$ cat src/rtl/tdes_pkg.sv
// Shared DES tables, state encoding and permutation/key-schedule helpers for the TDES engine.
// Pure constants and combinational functions only: no latency, no flow control.
package tdes_pkg;

    typedef logic [1:0] state_t;
    localparam state_t ST_IDLE = 2'd0;
    localparam state_t ST_LOAD = 2'd1;
    localparam state_t ST_RUN  = 2'd2;
    localparam state_t ST_DONE = 2'd3;

    localparam int KM_THREE  = 0;
    localparam int KM_TWO    = 1;
    localparam int KM_SINGLE = 2;

    // Tables use the DES convention: position 1 is the MSB.
    localparam int IP_T [0:63] = '{
        58, 50, 42, 34, 26, 18, 10, 2, 60, 52, 44, 36, 28, 20, 12, 4,
        62, 54, 46, 38, 30, 22, 14, 6, 64, 56, 48, 40, 32, 24, 16, 8,
        57, 49, 41, 33, 25, 17,  9, 1, 59, 51, 43, 35, 27, 19, 11, 3,
        61, 53, 45, 37, 29, 21, 13, 5, 63, 55, 47, 39, 31, 23, 15, 7};

    localparam int FP_T [0:63] = '{
        40, 8, 48, 16, 56, 24, 64, 32, 39, 7, 47, 15, 55, 23, 63, 31,
        38, 6, 46, 14, 54, 22, 62, 30, 37, 5, 45, 13, 53, 21, 61, 29,
        36, 4, 44, 12, 52, 20, 60, 28, 35, 3, 43, 11, 51, 19, 59, 27,
        34, 2, 42, 10, 50, 18, 58, 26, 33, 1, 41,  9, 49, 17, 57, 25};

    localparam int E_T [0:47] = '{
        32,  1,  2,  3,  4,  5,  4,  5,  6,  7,  8,  9,
         8,  9, 10, 11, 12, 13, 12, 13, 14, 15, 16, 17,
        16, 17, 18, 19, 20, 21, 20, 21, 22, 23, 24, 25,
        24, 25, 26, 27, 28, 29, 28, 29, 30, 31, 32,  1};

    localparam int P_T [0:31] = '{
        16,  7, 20, 21, 29, 12, 28, 17,  1, 15, 23, 26,  5, 18, 31, 10,
         2,  8, 24, 14, 32, 27,  3,  9, 19, 13, 30,  6, 22, 11,  4, 25};

    localparam int PC1_T [0:55] = '{
        57, 49, 41, 33, 25, 17,  9,  1, 58, 50, 42, 34, 26, 18,
        10,  2, 59, 51, 43, 35, 27, 19, 11,  3, 60, 52, 44, 36,
        63, 55, 47, 39, 31, 23, 15,  7, 62, 54, 46, 38, 30, 22,
        14,  6, 61, 53, 45, 37, 29, 21, 13,  5, 28, 20, 12,  4};

    localparam int PC2_T [0:47] = '{
        14, 17, 11, 24,  1,  5,  3, 28, 15,  6, 21, 10,
        23, 19, 12,  4, 26,  8, 16,  7, 27, 20, 13,  2,
        41, 52, 31, 37, 47, 55, 30, 40, 51, 45, 33, 48,
        44, 49, 39, 56, 34, 53, 46, 42, 50, 36, 29, 32};

    localparam int SHIFTS [0:15] = '{1, 1, 2, 2, 2, 2, 2, 2, 1, 2, 2, 2, 2, 2, 2, 1};

    // Each box is stored row-major: index = row*16 + col.
    localparam int SBOX [0:7][0:63] = '{
        '{14, 4,13, 1, 2,15,11, 8, 3,10, 6,12, 5, 9, 0, 7,  0,15, 7, 4,14, 2,13, 1,10, 6,12,11, 9, 5, 3, 8,
           4, 1,14, 8,13, 6, 2,11,15,12, 9, 7, 3,10, 5, 0, 15,12, 8, 2, 4, 9, 1, 7, 5,11, 3,14,10, 0, 6,13},
        '{15, 1, 8,14, 6,11, 3, 4, 9, 7, 2,13,12, 0, 5,10,  3,13, 4, 7,15, 2, 8,14,12, 0, 1,10, 6, 9,11, 5,
           0,14, 7,11,10, 4,13, 1, 5, 8,12, 6, 9, 3, 2,15, 13, 8,10, 1, 3,15, 4, 2,11, 6, 7,12, 0, 5,14, 9},
        '{10, 0, 9,14, 6, 3,15, 5, 1,13,12, 7,11, 4, 2, 8, 13, 7, 0, 9, 3, 4, 6,10, 2, 8, 5,14,12,11,15, 1,
          13, 6, 4, 9, 8,15, 3, 0,11, 1, 2,12, 5,10,14, 7,  1,10,13, 0, 6, 9, 8, 7, 4,15,14, 3,11, 5, 2,12},
        '{ 7,13,14, 3, 0, 6, 9,10, 1, 2, 8, 5,11,12, 4,15, 13, 8,11, 5, 6,15, 0, 3, 4, 7, 2,12, 1,10,14, 9,
          10, 6, 9, 0,12,11, 7,13,15, 1, 3,14, 5, 2, 8, 4,  3,15, 0, 6,10, 1,13, 8, 9, 4, 5,11,12, 7, 2,14},
        '{ 2,12, 4, 1, 7,10,11, 6, 8, 5, 3,15,13, 0,14, 9, 14,11, 2,12, 4, 7,13, 1, 5, 0,15,10, 3, 9, 8, 6,
           4, 2, 1,11,10,13, 7, 8,15, 9,12, 5, 6, 3, 0,14, 11, 8,12, 7, 1,14, 2,13, 6,15, 0, 9,10, 4, 5, 3},
        '{12, 1,10,15, 9, 2, 6, 8, 0,13, 3, 4,14, 7, 5,11, 10,15, 4, 2, 7,12, 9, 5, 6, 1,13,14, 0,11, 3, 8,
           9,14,15, 5, 2, 8,12, 3, 7, 0, 4,10, 1,13,11, 6,  4, 3, 2,12, 9, 5,15,10,11,14, 1, 7, 6, 0, 8,13},
        '{ 4,11, 2,14,15, 0, 8,13, 3,12, 9, 7, 5,10, 6, 1, 13, 0,11, 7, 4, 9, 1,10,14, 3, 5,12, 2,15, 8, 6,
           1, 4,11,13,12, 3, 7,14,10,15, 6, 8, 0, 5, 9, 2,  6,11,13, 8, 1, 4,10, 7, 9, 5, 0,15,14, 2, 3,12},
        '{13, 2, 8, 4, 6,15,11, 1,10, 9, 3,14, 5, 0,12, 7,  1,15,13, 8,10, 3, 7, 4,12, 5, 6,11, 0,14, 9, 2,
           7,11, 4, 1, 9,12,14, 2, 0, 6,10,13,15, 3, 5, 8,  2, 1,14, 7, 4,10, 8,13,15,12, 9, 0, 3, 5, 6,11}};

    function automatic logic [63:0] ip_perm(input logic [63:0] d);
        logic [63:0] o;
        o = '0;
        for (int i = 0; i < 64; i++) o[6'(63 - i)] = d[6'(64 - IP_T[i])];
        return o;
    endfunction

    function automatic logic [63:0] fp_perm(input logic [63:0] d);
        logic [63:0] o;
        o = '0;
        for (int i = 0; i < 64; i++) o[6'(63 - i)] = d[6'(64 - FP_T[i])];
        return o;
    endfunction

    function automatic logic [47:0] e_expand(input logic [31:0] d);
        logic [47:0] o;
        o = '0;
        for (int i = 0; i < 48; i++) o[6'(47 - i)] = d[5'(32 - E_T[i])];
        return o;
    endfunction

    function automatic logic [31:0] p_perm(input logic [31:0] d);
        logic [31:0] o;
        o = '0;
        for (int i = 0; i < 32; i++) o[5'(31 - i)] = d[5'(32 - P_T[i])];
        return o;
    endfunction

    function automatic logic [31:0] sbox_sub(input logic [47:0] x);
        logic [31:0] o;
        logic [5:0]  c;
        o = '0;
        for (int b = 0; b < 8; b++) begin
            c = x[6'(47 - 6 * b) -: 6];
            o[5'(31 - 4 * b) -: 4] = 4'(SBOX[3'(b)][{c[5], c[0], c[4:1]}]);
        end
        return o;
    endfunction

    function automatic logic [27:0] rotl28(input logic [27:0] v, input int n);
        logic [55:0] d;
        d = {v, v};
        return d[6'(55 - n) -: 28];
    endfunction

    // Subkey K(k+1) derived directly from the key: total rotation is the running sum of the schedule.
    function automatic logic [47:0] subkey(input logic [63:0] key, input logic [3:0] k);
        logic [55:0] cd;
        int          n;
        cd = '0;
        for (int i = 0; i < 56; i++) cd[6'(55 - i)] = key[6'(64 - PC1_T[i])];
        n = 0;
        for (int j = 0; j < 16; j++) if (j <= int'(k)) n += SHIFTS[j];
        cd = {rotl28(cd[55:28], n), rotl28(cd[27:0], n)};
        subkey = '0;
        for (int i = 0; i < 48; i++) subkey[6'(47 - i)] = cd[6'(56 - PC2_T[i])];
    endfunction

endpackage

$ cat src/rtl/des_round.sv
// One combinational DES Feistel round: (L, R, K) -> (R, L ^ f(R, K)).
// Zero latency, no flow control.
module des_round import tdes_pkg::*; (
    input  logic [31:0] l,
    input  logic [31:0] r,
    input  logic [47:0] subkey,
    output logic [31:0] l_next,
    output logic [31:0] r_next
);

    logic [47:0] mixed;
    logic [31:0] subst;

    assign mixed  = e_expand(r) ^ subkey;
    assign subst  = sbox_sub(mixed);
    assign l_next = r;
    assign r_next = l ^ p_perm(subst);

endmodule

$ cat src/rtl/tdes_engine.sv
// Iterative triple-DES engine, ROUNDS_PER_CYCLE rounds per clock; result 48/RPC+1 cycles after ready.
// Requests arriving while busy are dropped; one block in flight at a time.
module tdes_engine import tdes_pkg::*; #(
    parameter int ROUNDS_PER_CYCLE = 1,
    parameter int KEY_MODE         = KM_THREE
) (
    input  logic        clk,
    input  logic        rst,
    input  logic [63:0] data_in,
    input  logic [63:0] key1,
    input  logic [63:0] key2,
    input  logic [63:0] key3,
    input  logic        ed_sel,
    input  logic        ready,
    output logic [63:0] data_out,
    output logic        next_data,
    output logic        busy
);

    localparam logic [3:0] RND_LAST = 4'(16 / ROUNDS_PER_CYCLE - 1);

    state_t      state;
    logic [63:0] lr;
    logic [63:0] k1, k2, k3;
    logic        ed;
    logic [1:0]  stage;
    logic [3:0]  rnd;

    logic [63:0] key2_eff, key3_eff, key_sel;
    logic        stage_dec;
    logic [31:0] l_end, r_end;

    assign key2_eff = (KEY_MODE == KM_SINGLE) ? key1 : key2;
    assign key3_eff = (KEY_MODE == KM_THREE)  ? key3 : key1;

    // Encrypt runs E/D/E with k1,k2,k3; decrypt runs D/E/D with k3,k2,k1.
    assign stage_dec = (stage == 2'd1) ? ed : !ed;
    assign key_sel   = (stage == 2'd1) ? k2 : (((stage == 2'd0) == ed) ? k1 : k3);

    for (genvar g = 0; g < ROUNDS_PER_CYCLE; g++) begin : g_rnd
        logic [31:0] l_cur, r_cur, l_nxt, r_nxt;
        logic [3:0]  ridx, kidx;
        logic [47:0] sk;

        if (g == 0) begin : g_head
            assign l_cur = lr[63:32];
            assign r_cur = lr[31:0];
        end else begin : g_link
            assign l_cur = g_rnd[g-1].l_nxt;
            assign r_cur = g_rnd[g-1].r_nxt;
        end

        assign ridx = 4'(int'(rnd) * ROUNDS_PER_CYCLE + g);
        assign kidx = stage_dec ? (4'd15 - ridx) : ridx;
        assign sk   = subkey(key_sel, kidx);

        des_round u_round (
            .l      (l_cur),
            .r      (r_cur),
            .subkey (sk),
            .l_next (l_nxt),
            .r_next (r_nxt)
        );
    end

    assign l_end = g_rnd[ROUNDS_PER_CYCLE-1].l_nxt;
    assign r_end = g_rnd[ROUNDS_PER_CYCLE-1].r_nxt;

    assign busy      = (state != ST_IDLE);
    assign next_data = (state == ST_DONE);

    always_ff @(posedge clk or posedge rst) begin
        if (rst) begin
            state    <= ST_IDLE;
            lr       <= '0;
            k1       <= '0;
            k2       <= '0;
            k3       <= '0;
            ed       <= 1'b0;
            stage    <= 2'd0;
            rnd      <= 4'd0;
            data_out <= '0;
        end else begin
            case (state)
                ST_IDLE: begin
                    if (ready) begin
                        state <= ST_LOAD;
                        lr    <= ip_perm(data_in);
                        k1    <= key1;
                        k2    <= key2_eff;
                        k3    <= key3_eff;
                        ed    <= ed_sel;
                        stage <= 2'd0;
                        rnd   <= 4'd0;
                    end
                end
                ST_LOAD: begin
                    state <= ST_RUN;
                    stage <= 2'd0;
                    rnd   <= 4'd0;
                end
                ST_RUN: begin
                    // Stage boundary: apply the DES final swap; the FP/IP pair in between cancels.
                    if (rnd == RND_LAST) begin
                        lr  <= {r_end, l_end};
                        rnd <= 4'd0;
                        if (stage == 2'd2) begin
                            state    <= ST_DONE;
                            stage    <= 2'd0;
                            data_out <= fp_perm({r_end, l_end});
                        end else begin
                            stage <= stage + 2'd1;
                        end
                    end else begin
                        lr  <= {l_end, r_end};
                        rnd <= rnd + 4'd1;
                    end
                end
                default: state <= ST_IDLE;
            endcase
        end
    end

endmodule

$ cat config.mk
export PLATFORM = sky130hd
export DESIGN_NAME = tdes_engine
export DESIGN_NICKNAME = d
export VERILOG_FILES = /design/src/rtl/tdes_pkg.sv /design/src/rtl/des_round.sv /design/src/rtl/tdes_engine.sv
export SDC_FILE = /design/constraint.sdc
export NUM_CORES = 1
export LEC_CHECK = 0
export ABC_AREA = 1
export BUFFER_PORTS_ARGS = -buffer_cell sky130_fd_sc_hd__buf_2
export CELL_PAD_IN_SITES_DETAIL_PLACEMENT = 0
export CELL_PAD_IN_SITES_GLOBAL_PLACEMENT = 1
export CORE_AREA = 5 5 124 126
export CTS_BUF_LIST = sky130_fd_sc_hd__clkbuf_4 sky130_fd_sc_hd__clkbuf_8 sky130_fd_sc_hd__clkbuf_16
export DETAILED_ROUTE_END_ITERATION = 12
export DIE_AREA = 0 0 129 131
export GPL_TIMING_DRIVEN = 0
export PLACE_DENSITY_LB_ADDON = 0.25
export SKIP_LAST_GASP = 1
export SLEW_MARGIN = 25
export SYNTH_ARGS = -nofsm -noshare
export SYNTH_HDL_FRONTEND = slang
export SYNTH_SLANG_ARGS = --single-unit
$ cat constraint.sdc
create_clock -name clk -period 3.2 [get_ports clk]
set_input_delay 0.32 -clock clk [delete_from_list [all_inputs] [get_ports clk]]
set_output_delay 0.32 -clock clk [all_outputs]
set_load 0.03 [all_outputs]
==> results of run 1 <==
cells in the final DEF, fill, tap and decap left out, drive strengths merged:
| master | count |
|---|---|
| nor2 | 13 |
| nand2 | 127 |
| clkbuf | 8 |
| inv | 22 |
| buf | 91 |
| a21oi | 2 |
| o21ai | 21 |
| nand3 | 23 |
| dfrtp | 48 |
| nor3b | 1 |
| nand4 | 1 |
| clkinv | 3 |
| ha | 4 |
| conb | 48 |
| o21bai | 1 |
| a21boi | 1 |
layout make-up:
cell class,instances,area share
Sequential cell,48,0.362
Clock buffer,5,0.0377
Clock inverter,3,0.00565
Tap cell,184,0.0693
Inverter,22,0.0256
Timing Repair Buffer,36,0.0542
Buffer,58,0.127
Multi-Input combinational cell,242,0.319
final timing paths:
path | slack [ns] | endpoint | start | cells after the start
worst max-delay path | 1.45 | data_out[7]$_DFFE_PP0P_ | state[0]$_DFFE_PP0P_ | 6
worst min-delay path | 0.11 | data_out[23]$_DFFE_PP0P_ | rst | 2
worst max register to register | 1.45 | data_out[7]$_DFFE_PP0P_ | state[0]$_DFFE_PP0P_ | 6
worst min register to register | 0.47 | lr[4]$_DFFE_PP0P_ | lr[4]$_DFFE_PP0P_ | 2
max in group asynchronous | 2.66 | lr[23]$_DFFE_PP0P_ | rst | 2
min in group clk | 0.32 | lr[12]$_DFFE_PP0P_ | data_in[27] | 5
worst register-to-register path, delay by kind of cell, from the launching register on:
kind            cells  cell delay (ns)
simple gates        2             0.31
buf+inv             2             0.39
flops               1             0.39
fa+ha+maj           1             0.29
compound gates      1             0.25
power by group through the flow:
stage / sequential, mW / combinational (mW) / clock (mW)
final: 0.893 / 0.987 / 0.527
after global routing: 0.919 / 1.13 / 0.569
after CTS: 0.892 / 1.01 / 0.546
after detailed placement: 0.902 / 1.00 / 0
after global placement: 0.902 / 0.998 / 0
after floorplan: 0.874 / 0.774 / 0
state kept, by name (all words and copies together) (netlist names):
signal    flops
data_out     16
lr           24
rnd           4
stage         2
state         2
stage by stage:
stage               instance area, sq um  hold WS [ns]  setup slack [ns]  std cells
global route                        3320         0.179              1.26        598
global placement                    3180         0.456             0.918        590
CTS                                 3320         0.142              1.47        598
floorplan                           2770         0.442              1.73        370
finish                              3320         0.112              1.45        598
detailed placement                  3180         0.459              1.48        590
per-layer routing:
metal,wire length (microns),track usage,share of wire,vias to the layer above
met2,3010,0.124,0.46,62
met5,0,0,0,-
li1,-,-,-,1082
met4,68,0.0204,0.010,0
met3,410,0.0228,0.063,9
met1,3030,0.105,0.46,916
cells by family after synthesis:
logic type	count (synthesis)	synth area share
other cells	1	0.00145
flops	48	0.464
buf+inv	80	0.195
simple gates	165	0.270
compound gates	25	0.0503
fa+ha+maj	4	0.0193
synth_stat cells:
cell / count / area, sq um
nand2_1: 126 / 473
buf_4: 49 / 368
dfrtp_1: 48 / 1200
nand3_1: 21 / 105
inv_1: 19 / 71.3
o21ai_0: 18 / 90.1
nor2_1: 10 / 37.5
buf_2: 4 / 20.0
ha_1: 4 / 50.1
clkbuf_1: 3 / 11.3
inv_2: 3 / 11.3
o21ai_1: 3 / 15.0
a21oi_1: 2 / 10.0
buf_6: 2 / 22.5
nand3_2: 2 / 20.0
nor2_4: 2 / 22.5
a21boi_1: 1 / 7.51
conb_1: 1 / 3.75
nand2_2: 1 / 6.26
nand4_4: 1 / 21.3
nor2_2: 1 / 6.26
nor3b_1: 1 / 7.51
o21bai_1: 1 / 7.51
==> metrics.md, run 1 <==
| Metric | Value |
|---|---|
| Status | `completed` |
| Gr usage total | `0.0783` |
| Register Area | `0.00120 sq mm` |
| Critical path, cell by cell | `inv_1, ha_1, nand4_4, clkbuf_1, o21ai_0, nand2_1` |
| Tmin final | `1.75 ns` |
| Sink Count | `48` |
| Synthesis-stage register bit count | `48` |
| P_leak | `1.96 nW` |
| Sequential fraction of design power | `0.371` |
| DR WL/cell | `10.9 microns` |
| Fin. max-slew vios | `0` |
| Max-cap violations | `0` |
| Die Y | `131 microns` |
| Worst skew pair latency | `0.29 ns` |
| Worst Path Buf+Inv | `2` |
| Drt via density | `3.46` |
| DIE AREA | `0.0169 sq mm` |
| CP top delay family | `flip-flops` |
| Resized Gates After CTS | `0` |
| Worst EP arrival | `1.92 ns` |
| Final WL | `6520 microns` |
| Cts hold-fix bufs | `0` |
| CTS H-tree lvls | `2` |
| Core area | `0.0142 sq mm` |
| Critical path capture point type | `register` |
| Total gr overflow | `0` |
| Clock root buffer master | `clkbuf_16` |
| CTS tree | `done` |
| Crit start category | `register` |
| Die width | `129 microns` |
| Psw | `1.02 mW` |
| DRC | `0` |
| Fin util | `0.234` |
| RSZ-0062 raised after global routing | `false` |
| Initial antenna violation count | `0` |
| Detail Placement HPWL | `4740 microns` |
| Vias in the first global route | `2021` |
| Final setup viols | `0` |
| Max FO, Critical Path | `10` |
| Worst-margin pin slew | `0.633 ns` |
| Fin nets | `677` |
| Pwr Density | `724 mW/mm^2` |
| Syn Inst Count | `323` |
| Max incr delay on CP | `0.39 ns` |
| Largest net degree at the start of global routing | `49` |
| Total setup buffers inserted after CTS | `0` |
| Peak supply drop | `0.315 mV` |
| Avg Synthesized Cell Area | `8.01 sq um` |
| Area of the multi-input gates | `0.00106 sq mm` |
| Clk pin slew, worst setup/hold paths | `0.07 ns` |
| Initial core utilization | `0.182` |
| IO buf count | `36` |
| Post-Synthesis Cell Area | `0.00259 sq mm` |
| Share of cells above drive strength 1 | `0.266` |
| Io pins | `326` |
| Max clock buf depth | `2` |
| Area growth syn-to-layout | `28.3%` |
| FILL cells | `1591` |
| Power Total | `2.41 mW` |
| RePlAce Congestion | `0.717` |
| Hold Crit Class | `in2async` |
| Rel. slew slack | `0.578` |
| Combinational share of power | `0.410` |
| Synth cell types | `23` |
| Seq/Total Area, Yosys | `0.464` |
| Global-route wire length before repair | `10300 microns` |
| First-pass DRT Iterations | `4` |
| Yosys warnings | `0` |
| Hold Vio Cnt, Final | `0` |
| CTS buffer count | `5` |
| Row cnt | `44` |
| Ant diodes | `0` |
| Internal power | `1.39 mW` |
| DR vias | `2069` |
| Detail Route Antenna Nets | `0` |
| Crit share post-route | `0.546` |
| Setup CP Type | `reg2reg` |
| Sw frac | `0.423` |
| Worst EP required | `3.37 ns` |
| 1st-iter DRT viols | `78` |
| Worst Clk Skew | `0.00761 ns` |
| Clock Power Share | `0.219` |
| Fmax | `0.572 GHz` |
| Slowest CP cell | `dfrtp_1` |
| Setup TNS | `0 ns` |
Note: power is estimated with default switching activity, not from simulation.
==> run 2, diff against run 1 <==
==> constraint.sdc (replaced) <==
create_clock -name clk -period 1.67 [get_ports clk]
set_input_delay 0.167 -clock clk [delete_from_list [all_inputs] [get_ports clk]]
set_output_delay 0.167 -clock clk [all_outputs]
set_load 0.03 [all_outputs]
==> run 2 against run 1 <==
  * Hold slack better by 0.060 ns
  * Via count up 1.2%
  * First-iteration DRC count up 6.4%
  * Clock skew down 0.00066 ns
  * Critical path depth up 2
  * Sequential share of layout area down 1.1 points
  * Fmax up 13%
  * Cell area up 3.0%
  * Flip-flop and latch count unchanged
  * Total power up 98%
  * Die area unchanged
  * Largest cell class unchanged
  * Largest power group unchanged
==> metrics.md, run 2 (same netlist as run 1, synthesis figures left out) <==
| Metric | Value |
|---|---|
| IO buf count | `36 (unchanged)` |
| Global-route wire length before repair | `10300 microns (-0.13%)` |
| Commonest non-fill, non-tap cell in the layout | `nand2_1` |
| Initial core utilization | `0.182 (unchanged)` |
| Status | `completed` |
| Sink Count | `48 (unchanged)` |
| Detail Placement HPWL | `4740 microns (unchanged)` |
| DR vias | `2094 (+1.2%)` |
| Hold Crit Class | `in2reg` |
| Area of the multi-input gates | `0.00109 sq mm (+3.1%)` |
| Worst skew pair latency | `0.29 ns (about the same)` |
| Setup CP Type | `reg2reg` |
| Largest registers | `lr: 24 flops, data_out: 16 flops, rnd: 4 flops` |
| Crit share post-route | `0.927 (+0.381)` |
| Worst EP arrival | `1.77 ns (-0.15 ns)` |
| Clock root buffer master | `clkbuf_16` |
| Worst Clk Skew | `0.00695 ns (-0.000657 ns)` |
| Tmin final | `1.55 ns (-0.199 ns)` |
| Drt via density | `3.46 (about the same)` |
| Fmax | `0.646 GHz (+13%)` |
| Largest register FFs | `24 (unchanged)` |
| Cells on worst reg2reg path | `8 (+2)` |
| Die width | `129 microns (unchanged)` |
| Fin. max-slew vios | `0 (unchanged)` |
| Fin nets | `684 (+1.0%)` |
| Worst hold slack | `0.172 ns (+0.0601 ns)` |
| Final instance area | `0.00342 sq mm (+3.0%)` |
| Total gr overflow | `0 (unchanged)` |
| Vias in the first global route | `2032 (+0.54%)` |
| WHS Path Cells | `5` |
| P_leak | `2.00 nW (+2.1%)` |
| CTS buffer count | `5 (unchanged)` |
| Final setup viols | `0 (unchanged)` |
| Worst-margin pin slew | `0.639 ns (+0.00628 ns)` |
| Global routing usage on met3 | `0.0228 (unchanged)` |
| Max FO, Critical Path | `10 (unchanged)` |
| FILL cells | `1584 (-0.44%)` |
| Max-cap violations | `0 (unchanged)` |
| Pwr Density | `1390 mW/mm^2 (+92%)` |
| CTS tree | `done` |
| Clk pin slew, worst setup/hold paths | `0.07 ns (about the same)` |
| Critical path capture point type | `register` |
| Area after DPL | `0.00318 sq mm (unchanged)` |
| Die Y | `131 microns (unchanged)` |
| Share of cells above drive strength 1 | `0.287 (+0.0217)` |
| Initial antenna violation count | `0 (unchanged)` |
| Power Total | `4.77 mW (+98%)` |
| Final WL | `6560 microns (+0.58%)` |
| Met2 Track Usage GR | `0.123 (-0.000305)` |
| Largest net degree at the start of global routing | `49 (unchanged)` |
| First-pass DRT Iterations | `4 (unchanged)` |
| Area growth syn-to-layout | `32.2%` |
| 1st-iter DRT viols | `83 (+6.4%)` |
| DR WL/cell | `10.8 microns (-0.58%)` |
| Detail Route Antenna Nets | `0 (unchanged)` |
| Hold Vio Cnt, Final | `0 (unchanged)` |
| DRC | `0 (unchanged)` |
| Io pins | `326 (unchanged)` |
| Worst EP required | `1.89 ns (-1.48 ns)` |
| Crit start category | `register` |
| Met1 Track Usage GR | `0.105 (-0.000499)` |
| Rel. slew slack | `0.574 (-0.00418)` |
| Core area | `0.0142 sq mm (unchanged)` |
| GRT busiest layer | `met2` |
| Ant diodes | `0 (unchanged)` |
| Peak supply drop | `0.654 mV (+110%)` |
| CTS H-tree lvls | `2 (unchanged)` |
| Largest Register | `lr` |
| Row cnt | `44 (unchanged)` |
| Register Area | `0.00120 sq mm (unchanged)` |
| Gr usage total | `0.0780 (-0.000256)` |
| RePlAce Congestion | `0.717 (unchanged)` |
| Most frequent cells in the layout | `125 x nand2_1, 57 x buf_4, 48 x conb_1, 48 x dfrtp_1, 37 x buf_2` |
| Max clock buf depth | `2 (unchanged)` |
| DIE AREA | `0.0169 sq mm (unchanged)` |
==> run 2: cell types whose count changed in the layout (fill, tap and decap cells not counted), moves of 2 or more <==
cell,change
ha_1,-2
nand3_4,+2
buf_2,-3
buf_4,+8
clkbuf_1,-2
clkbuf_4,+2
nand3_2,-2
==> run 2: final cells by class <==
type,count,area share
Sequential cell,48,0.351
Multi-Input combinational cell,242,0.319
Buffer,58,0.127
Timing Repair Buffer,43,0.0687
Tap cell,184,0.0673
Clock buffer,5,0.0366
Inverter,22,0.0249
Clock inverter,3,0.00548
==> run 2: where the power goes <==
group	internal [mW]	switching (mW)	total, mW
sequential	1.50	0.217	1.72
clock	0.553	0.455	1.01
combinational	0.725	1.32	2.04
==> run 2: stage by stage <==
stage,setup WS [ns],cells,utilization,TNS [ns]
final,0.122,605,0.241,0
after global placement,-0.459,590,0.224,-21.95
after detailed placement,-0.0463,590,0.224,-0.216
after global routing,-0.00310,605,0.241,-0.00541
after floorplan,0.196,370,-,0
after CTS,0.0259,600,0.236,0
==> run 2: worst paths after layout <==
path                                 startpoint                        to  slack (ns)
min in group asynchronous                   rst  data_out[23]$_DFFE_PP0P_        0.52
setup / recovery           state[1]$_DFFE_PP0P_        lr[61]$_DFFE_PP0P_        0.12
max in group asynchronous                   rst        lr[23]$_DFFE_PP0P_        0.72
hold / removal                      data_in[27]        lr[12]$_DFFE_PP0P_        0.17
hold reg to reg               lr[4]$_DFFE_PP0P_         lr[4]$_DFFE_PP0P_        0.47
setup reg to reg           state[1]$_DFFE_PP0P_        lr[61]$_DFFE_PP0P_        0.12
==> run 2: layer usage <==
metal,share of wire,up-vias
met4,0.010,0
met3,0.062,9
met2,0.46,63
met1,0.47,923
met5,0,-
li1,-,1099
==> run 2: timing repair <==
action                     CTS  global route
resized for setup            3            12
hold buffers                 1             0
hold endpoints to repair    39             0
setup endpoints to repair   30            41
buffers inserted             1             5
pin swaps                    1             1
==> run 2: worst max-delay path: stages (launching register included) <==
cell and delay [ns]:
dfrtp_1 0.43, inv_1 0.07, ha_1 0.19, nand2_1 0.20
nand2_1 0.13, nor2_4 0.16, buf_6 0.16, nand3_1 0.07
nand2_1 0.07
==> run 3, diff against run 2 <==
--- a/config.mk
+++ b/config.mk
@@ -15,6 +15,7 @@
 export DIE_AREA = 0 0 129 131
 export GPL_TIMING_DRIVEN = 0
 export PLACE_DENSITY_LB_ADDON = 0.25
+export REMOVE_ABC_BUFFERS = 1
 export SKIP_LAST_GASP = 1
 export SLEW_MARGIN = 25
 export SYNTH_ARGS = -nofsm -noshare
==> run 3 against run 2 <==
  * Die area unchanged
  * Critical endpoint is now stage[0]$_DFFE_PP0P_
  * Critical path type unchanged
  * The flow now finishes with violations (hold timing)
  * Wire length increased by 7.2%
  * Non-clock buffer count decreased by 53
  * Clock power decreased by 8%
  * Count of clock-buffer cells in the layout unchanged
==> metrics.md, run 3 (same netlist as run 1, synthesis figures left out) <==
| Metric | Value |
|---|---|
| Status | `finished, violations left` |
| Failing checks | `hold timing` |
| Global-route wire length before repair | `10900 microns (+6.2%)` |
| Detail Route Antenna Nets | `0 (unchanged)` |
| Largest net degree at the start of global routing | `49 (unchanged)` |
| Final instance area | `0.00308 sq mm (-9.9%)` |
| Clock root buffer master | `clkbuf_16` |
| Initial antenna violation count | `0 (unchanged)` |
| RePlAce Congestion | `0.670 (-6.6%)` |
| Critical path capture point type | `register` |
| Area after DPL | `0.00276 sq mm (-13%)` |
| Worst EP arrival | `1.70 ns (-0.07 ns)` |
| Area of the multi-input gates | `0.00114 sq mm (+4.2%)` |
| Peak supply drop | `0.380 mV (-42%)` |
| Hold Crit Class | `in2async` |
| Drt via density | `3.60 (+4.0%)` |
| Worst-margin pin slew | `0.642 ns (+0.00250 ns)` |
| Internal power | `2.69 mW (-3.3%)` |
| Combinational share of power | `0.444 (+0.016)` |
| Largest register FFs | `24 (unchanged)` |
| First-pass DRT Iterations | `4 (unchanged)` |
| Worst Clk Skew | `0.00344 ns (-0.00351 ns)` |
| Sink Count | `48 (unchanged)` |
| Die width | `129 microns (unchanged)` |
| Area growth syn-to-layout | `19.1%` |
| Clk pin slew, worst setup/hold paths | `0.06 ns (about the same)` |
| Fin. max-slew vios | `0 (unchanged)` |
| Die Y | `131 microns (unchanged)` |
| Row cnt | `44 (unchanged)` |
| FILL cells | `1590 (+0.38%)` |
| DRC | `0 (unchanged)` |
| Fmax | `0.653 GHz (+1.0%)` |
| Initial core utilization | `0.182 (unchanged)` |
| Final setup viols | `0 (unchanged)` |
| Crit share post-route | `0.918 (-0.00949)` |
| Worst hold slack | `-0.0313 ns (-0.203 ns)` |
| Share of cells above drive strength 1 | `0.202 (-0.0858)` |
| DIE AREA | `0.0169 sq mm (unchanged)` |
| Sequential fraction of design power | `0.360 (about the same)` |
| P_leak | `1.73 nW (-13%)` |
| Detail Placement HPWL | `4140 microns (-13%)` |
| Worst EP required | `1.84 ns (-0.05 ns)` |
| Largest registers | `lr: 24 flops, data_out: 16 flops, rnd: 4 flops` |
| Setup CP Type | `reg2reg` |
| CTS H-tree lvls | `2 (unchanged)` |
| Worst skew pair latency | `0.28 ns (about the same)` |
| Crit start category | `register` |
| Largest Register | `lr` |
| Total gr overflow | `0 (unchanged)` |
| Max clock buf depth | `2 (unchanged)` |
| Max FO, Critical Path | `6 (-4)` |
| Setup slack, reg-to-reg | `0.14 ns (+0.02 ns)` |
| Fin nets | `633 (-7.5%)` |
| RSZ-0062 raised after global routing | `false` |
| CTS tree | `done` |
| Max-cap violations | `0 (unchanged)` |
| Vias in the first global route | `1964 (-3.3%)` |
| Ant diodes | `0 (unchanged)` |
| Io pins | `326 (unchanged)` |
| Sw frac | `0.436 (+0.0185)` |
| Commonest non-fill, non-tap cell in the layout | `nand2_1` |
| DR WL/cell | `12.8 microns (+18%)` |
| Tmin final | `1.53 ns (-0.0158 ns)` |
| Final WL | `7030 microns (+7.2%)` |
| Psw | `2.07 mW (+4.3%)` |
| Power Total | `4.76 mW (-0.14%)` |
| CTS buffer count | `5 (unchanged)` |
| DR vias | `1984 (-5.3%)` |
| Gr usage total | `0.0850 (+0.00692)` |
| Pwr Density | `1540 mW/mm^2 (+11%)` |
| IO buf count | `36 (unchanged)` |
| 1st-iter DRT viols | `74 (-11%)` |
| Most frequent cells in the layout | `122 x nand2_1, 48 x conb_1, 47 x dfrtp_1` |
| Clock Power Share | `0.196 (-0.015)` |
| Hold Vio Cnt, Final | `48 (+48)` |
| Rel. slew slack | `0.572 (-0.00167)` |
| Register Area | `0.00120 sq mm (+0.10%)` |
| Core area | `0.0142 sq mm (unchanged)` |
==> run 3: cell types whose count changed in the layout (fill, tap and decap cells not counted), sizes merged <==
| cell | previous run | this run |
|---|---|---|
| buf | 96 | 48 |
| clkbuf | 9 | 5 |
| clkinv | 3 | 0 |
| dlygate4sd3 | 1 | 0 |
| nand3 | 23 | 24 |
| nor2 | 13 | 14 |
==> run 3: power groups by stage <==
| stage | Sequential [mW] | Combinational (mW) | Clock (mW) |
|---|---|---|---|
| after floorplan | 1.67 | 1.25 | 0 |
| after global placement | 1.71 | 1.71 | 0 |
| after detailed placement | 1.72 | 1.73 | 0 |
| after CTS | 1.71 | 2.14 | 0.988 |
| after global routing | 1.76 | 2.41 | 1.03 |
| final | 1.71 | 2.11 | 0.933 |
==> run 3: final timing paths <==
path / startpoint / to / cells after the start
max: state[0]$_DFFE_PP0P_ / stage[0]$_DFFE_PP0P_ / 8
min: rst / data_out[1]$_DFFE_PP0P_ / 2
min reg2reg: lr[5]$_DFFE_PP0P_ / lr[5]$_DFFE_PP0P_ / 2
max reg2reg: state[0]$_DFFE_PP0P_ / stage[0]$_DFFE_PP0P_ / 8
max in group asynchronous: rst / state[1]$_DFFE_PP0P_ / 2
min in group clk: data_in[17] / lr[5]$_DFFE_PP0P_ / 5
==> run 3: area by class of cell <==
type	count	share of cell area
inverters	22	0.0284
multi-input cells	244	0.369
clock buffers	5	0.0406
repair buffers	48	0.0970
well taps	184	0.0747
flip-flops and latches	48	0.390
==> run 3: timing repair <==
item                                    in CTS  in global routing
cloned                                       2                  0
hold buffers                                 0                  0
gates resized for setup                      9                  6
endpoints found under the setup margin      47                 43
setup buffers                               12                  0
pin swaps                                    4                  0
==> run 3: critical path: stages, from the launching register on <==
cell and delay, ns:
dfrtp_1 0.37, inv_2 0.07, ha_1 0.22, nand2_2 0.20
nand2_2 0.14, inv_1 0.13, nand2_1 0.14, nand2_1 0.08
o21ai_1 0.06
==> run 3: per-layer routing <==
metal  up-vias  share of wire  GRT usage
met5         -              0          0
met4         0         0.0021     0.0204
met3         2          0.053     0.0224
met2        51           0.47      0.136
met1       934           0.48      0.115
li1        997              -          -
==> run 3: through the flow <==
stage / setup WS, ns / utilization / hold WS (ns) / TNS [ns] / std cells
final: 0.138 / 0.217 / -0.0313 / 0 / 551
after detailed placement: -0.774 / 0.194 / 0.318 / -29.63 / 532
after global placement: -1.23 / 0.194 / 0.456 / -76.64 / 532
after CTS: 0.0250 / 0.216 / 0.00496 / 0 / 551
after floorplan: -0.295 / - / 0.361 / -8.95 / 312
after global routing: 0.0289 / 0.217 / 0.0257 / 0 / 551
